<file path="config.mk">
export PLATFORM = sky130hd
export DESIGN_NAME = mouse_cfg_arbiter
export DESIGN_NICKNAME = d
export VERILOG_FILES = /design/src/rtl/mouse_cfg_arbiter.sv
export SDC_FILE = /design/constraint.sdc
export NUM_CORES = 1
export LEC_CHECK = 0
export CORE_MARGIN = 4
export CORE_UTILIZATION = 47
export CTS_CLUSTER_DIAMETER = 80
export DETAILED_ROUTE_END_ITERATION = 7
export HOLD_SLACK_MARGIN = 0.06
export PLACE_DENSITY = 0.83
export SLEW_MARGIN = 40
export SYNTH_ARGS = -nofsm -noshare
export SYNTH_HDL_FRONTEND = slang
export SYNTH_SLANG_ARGS = --single-unit
</file>
<file path="constraint.sdc">
create_clock -name clk -period 7.2 [get_ports clk]
set_clock_uncertainty 0.05 [all_clocks]
set_input_delay 1.44 -clock clk [delete_from_list [all_inputs] [get_ports clk]]
set_output_delay 1.44 -clock clk [all_outputs]
set_load 0.02 [all_outputs]
</file>
<file path="src/rtl/mouse_cfg_arbiter.sv">
// mouse_cfg_arbiter
//   Shares the MouseCtl configuration port among three requesters
//   (0 boundary constrainer, 1 game-logic cursor, 2 debug/test).
//   Round-robin grant, one strobe per granted write, GAP_CYCLES idle
//   cycles after each strobe.
// Ports:
//   clk, rst_n         clock, synchronous active-low reset
//   req[2:0]           level request per requester
//   cmd[8:0]           3-bit command per requester, cmd[3i+2:3i]
//   data[35:0]         12-bit data per requester, data[12i+11:12i]
//   ack[2:0]           one-cycle accept pulse
//   busy               high while not IDLE
//   err                one-cycle pulse on an accepted illegal command
//   value[11:0]        write data to MouseCtl
//   set_x .. setmin_y  one-hot MouseCtl write strobes
// Build option:
//   MOUSE_CFG_CLAMP_EN  keep shadow min/max registers and clamp SET_X/SET_Y.
module mouse_cfg_arbiter #(
  parameter int GAP_CYCLES = 1,
  parameter int RST_MAX_X  = 1019,
  parameter int RST_MAX_Y  = 763
) (
  input  logic        clk,
  input  logic        rst_n,
  input  logic [2:0]  req,
  input  logic [8:0]  cmd,
  input  logic [35:0] data,
  output logic [2:0]  ack,
  output logic        busy,
  output logic        err,
  output logic [11:0] value,
  output logic        set_x,
  output logic        set_y,
  output logic        setmax_x,
  output logic        setmax_y,
  output logic        setmin_x,
  output logic        setmin_y
);

  typedef enum logic [1:0] {IDLE, HOLD, GAP} state_t;

  state_t      state, state_nxt;
  logic [2:0]  gap_cnt;
  logic [1:0]  rr;
  logic [5:0]  strb;

  logic        grant;
  logic [1:0]  win;
  logic [2:0]  pos;
  logic [2:0]  win_cmd;
  logic [11:0] win_data;
  logic        illegal;
  logic [5:0]  strb_nxt;
  logic [11:0] val_nxt;

`ifdef MOUSE_CFG_CLAMP_EN
  logic [11:0] min_x, min_y, max_x, max_y;

  // An inverted window (lo > hi) always yields lo.
  function automatic logic [11:0] clamp(input logic [11:0] d, lo, hi);
    if (lo > hi)     return lo;
    else if (d < lo) return lo;
    else if (d > hi) return hi;
    else             return d;
  endfunction
`endif

  // State register
  always_ff @(posedge clk) begin
    if (!rst_n) state <= IDLE;
    else        state <= state_nxt;
  end

  // Next-state logic
  always_comb begin
    state_nxt = state;
    case (state)
      IDLE:    if (grant) state_nxt = HOLD;
      HOLD:    state_nxt = (GAP_CYCLES > 0) ? GAP : IDLE;
      GAP:     if (gap_cnt <= 3'd1) state_nxt = IDLE;
      default: state_nxt = IDLE;
    endcase
  end

  // Grant decode: first requester found scanning from rr upward (mod 3)
  always_comb begin
    grant = 1'b0;
    win   = rr;
    pos   = 3'd0;
    for (int k = 0; k < 3; k++) begin
      pos = {1'b0, rr} + 3'(k);
      if (pos >= 3'd3) pos = pos - 3'd3;
      if (!grant && req[pos[1:0]]) begin
        grant = 1'b1;
        win   = pos[1:0];
      end
    end
    win_cmd  = cmd[3*win +: 3];
    win_data = data[12*win +: 12];
    illegal  = (win_cmd > 3'd5);
    strb_nxt = '0;
    if (grant && !illegal) strb_nxt[win_cmd] = 1'b1;
    val_nxt  = win_data;
`ifdef MOUSE_CFG_CLAMP_EN
    if (win_cmd == 3'd0) val_nxt = clamp(win_data, min_x, max_x);
    if (win_cmd == 3'd1) val_nxt = clamp(win_data, min_y, max_y);
`endif
  end

  // Registered outputs, rr and gap counter; every pulse defaults low so
  // strobes/acks are exactly one cycle and die on the cycle after reset.
  always_ff @(posedge clk) begin
    if (!rst_n) begin
      ack     <= '0;
      strb    <= '0;
      err     <= 1'b0;
      value   <= '0;
      rr      <= '0;
      gap_cnt <= '0;
    end else begin
      ack  <= '0;
      strb <= '0;
      err  <= 1'b0;
      if (state == IDLE && grant) begin
        ack  <= 3'b001 << win;
        rr   <= (win == 2'd2) ? 2'd0 : win + 2'd1;
        strb <= strb_nxt;
        if (illegal) err   <= 1'b1;
        else         value <= val_nxt;
      end
      if (state == HOLD)                    gap_cnt <= 3'(GAP_CYCLES);
      else if (state == GAP && gap_cnt != 0) gap_cnt <= gap_cnt - 3'd1;
    end
  end

`ifdef MOUSE_CFG_CLAMP_EN
  always_ff @(posedge clk) begin
    if (!rst_n) begin
      min_x <= '0;
      min_y <= '0;
      max_x <= 12'(RST_MAX_X);
      max_y <= 12'(RST_MAX_Y);
    end else if (state == IDLE && grant) begin
      case (win_cmd)
        3'd2:    max_x <= win_data;
        3'd3:    max_y <= win_data;
        3'd4:    min_x <= win_data;
        3'd5:    min_y <= win_data;
        default: ;
      endcase
    end
  end
`endif

  assign busy = (state != IDLE);
  assign {setmin_y, setmin_x, setmax_y, setmax_x, set_y, set_x} = strb;

endmodule

</file>
==> flow_summary.yaml <==
sta:
  post-route-min-period_ns: 4.60
  slew_headroom_pct: 44.8
  fmax_mhz: 217
  final.setup.tns_ns: 0
  maxSlewViolCount: 0
  fin_crit_sh_pct: 64.0
  hold_violations: 0
  worst_pin_slew_ns: 0.828
  finalHoldWorstSlack_ns: 0.430
  grt_setup_unrepaired: "no"
  setup_viol: 0
power_and_ir_drop:
  peakVddDrop_uv: 270
  power_leakage_nw: 0.954
  combinationalPowerShare_pct: 66.5
  net-switching-power_uw: 573
  p_clk_share_pct: 13.7
  intPower_uw: 692
  p_per_area_nw_per_um2: 480
  p_seq_share_pct: 19.8
  switching_share_pct: 45.3
synthesis:
  ys_seq_area_share_pct: 31.2
  ys_top_cells_by_area: "dfxtp_1 (31%), mux2_2 (7.3%), a211oi_2 (6.7%)"
  avgSynthCellArea_um2: 9.90
  yosysWarnings: 0
  yosys-top-cells-count: "dfxtp_1 (29), a22oi_1 (12), mux2_2 (12)"
  synthesis.nets: 244
  synth_cells: 188
  async_flop_share_pct: 0
  synth_edf_count: 0
  synthDistinctLibCells: 47
  synth_ff_type: "dfxtp_1"
  ys_ff_latch: 29
  synth_top_area_cell: "dfxtp_1"
  yosysTopAreaCellShare_pct: 31.2
  yosysMostFrequentCell: "dfxtp_1"
  syn-cell-area_um2: 1860
setup_path:
  critical_path.top_delay_family: "compound AO/OA/AOI/OAI gates"
  cp_slowest_stage_delay_ns: 0.70
  cp_slowest_cell: "a222oi_1"
  path_cells: "clkdlybuf4s50_1, mux2_1, a222oi_1, o21ai_1, a22oi_2, o21ai_1, buf_4, and2_4, a211oi_1"
  required_ns: 7.34
  crit_buf_inv: 2
  path_class: "in2reg"
  critPathMostFrequentCell: "o21ai_1"
  crit_fanout: 16
  critPathLaunchType: "input port"
  critical_path_arrival_ns: 4.74
  cp-end-kind: "flop"
detailed_routing:
  firstDrtPassIters: 4
  wirelength_um: 4780
  vias: 1707
  wire_per_inst_um: 15.6
  ant_nets: 0
  viasPerCell: 5.58
  first_iter_violations: 115
  drc: 0
global_routing:
  grt_pass1_wl_um: 7560
  grtUsageTotal_pct: 18.6
  antenna_found_initial: 0
  grt_max_degree: 19
  grt_pass1_vias: 1624
  overflow: 0
clock_network:
  cts_setup_buffers: 0
  cts_hold_buf: 0
  cts_tree: "built"
  clockBufferDepth: 2
  clkSinkCount: 29
  htree_num_levels: 2
  cts_buffers: 5
  post_cts_resized: 0
  clock_latency_ns: 0.28
  clk_pin_slew_ns: 0.06
  clock-root-buffer: "clkbuf_8"
final_layout:
  diodes: 0
  nets: 313
  synthToLayoutAreaGrowth_pct: 41.7
  multiInputGateArea_um2: 1100
  nFillCells: 310
  regArea_um2: 581
  layout-drive-gt1-share_pct: 19.8
die:
  die_h_um: 70.9
  core.rowCount: 22
  die_width_um: 70.9
  fp.coreArea_um2: 3740
  die_area_um2: 5030
  initial_core_util_pct: 49.7
  pin_count: 73
job:
  drv_cap: 0
placed_design:
  port_buffers: 72
  routabilityCongestion: 0.764
  hpwl_um: 3660
run_status:
  outcome: "complete, no violations"
min_path:
  holdCritPathClass: "reg2reg"
stage by stage:
step,cells,setup slack [ns],power (mW),instance area (µm²),utilization (%)
after global placement,298,2.43,1.08,2520,67.3
after detailed placement,298,2.38,1.09,2520,67.3
final,306,2.60,1.26,2640,70.5
after floorplan,188,3.50,0.968,1860,-
after global routing,306,2.40,1.35,2640,70.5
after CTS,306,2.66,1.27,2640,70.5
logic make-up after synthesis:
logic type      after synthesis  share of synthesized area, %
buf+inv                      24                          9.54
simple gates                 39                          12.6
flops                        29                          31.2
mux                          18                          10.6
compound gates               72                          32.1
fa+ha+maj                     6                          4.03
registers in the layout, summed over array words and instances, names as in the netlist:
signal,flops
ack,3
strb,6
rr,2
state,2
value,12
err,1
gap_cnt,3
routing by layer:
metal	up-vias	wire length [µm]	global-route usage [%]
met5	-	0	0
met4	0	57	5.01
met3	9	236	4.83
met2	51	2400	31.5
met1	800	2090	23.4
li1	847	-	-
area by class of cell:
| type | instances | area share [%] |
|---|---|---|
| Inverter | 13 | 1.85 |
| Multi-Input combinational cell | 135 | 41.8 |
| Sequential cell | 29 | 22.0 |
| Clock inverter | 1 | 1.14 |
| Timing Repair Buffer | 73 | 27.6 |
| Clock buffer | 7 | 3.27 |
| Tap cell | 48 | 2.28 |
worst min-delay path, cell delays in order (launching register included):
cell and delay, ns:
dfxtp_1 0.33, nand2_1 0.06, a21oi_1 0.05
power groups by stage:
stage	logic [mW]	clock network (mW)	registers (mW)
after global routing	0.904	0.184	0.258
after floorplan	0.670	0	0.298
after global placement	0.829	0	0.252
after detailed placement	0.839	0	0.252
after CTS	0.841	0.177	0.250
final	0.841	0.174	0.250
cell usage in the layout, fill, tap and decap left out, drive strengths merged:
master	n
nor4	3
a211oi	12
clkdlybuf4s50	72
buf	1
mux2	14
dfxtp	29
and4	1
a32o	1
nand3b	1
a21o	1
bufinv	1
a41oi	1
nand2	7
or3b	1
or3	1
inv	13
o211ai	4
and3	1
o21ai	11
a22o	2
a22oi	13
a32oi	1
ha	6
nor2b	2
o2bb2ai	1
o21a	1
nor4b	1
nand3	5
a2bb2oi	1
clkbuf	7
o22ai	1
nor3b	1
and2	5
a21oi	21
a222oi	1
mux2i	4
nor3	6
nor2	4
worst paths after layout:
| path | start | cells after the start | endpoint | slack (ns) |
|---|---|---|---|---|
| worst max-delay path | req[0] | 9 | value[11] | 2.60 |
| worst min-delay path | rr[0] | 2 | rr[0] | 0.43 |
| worst max register to register | rr[0] | 10 | value[11] | 3.39 |
| worst min register to register | rr[0] | 2 | rr[0] | 0.43 |
Note: power is estimated with default switching activity, not from simulation.
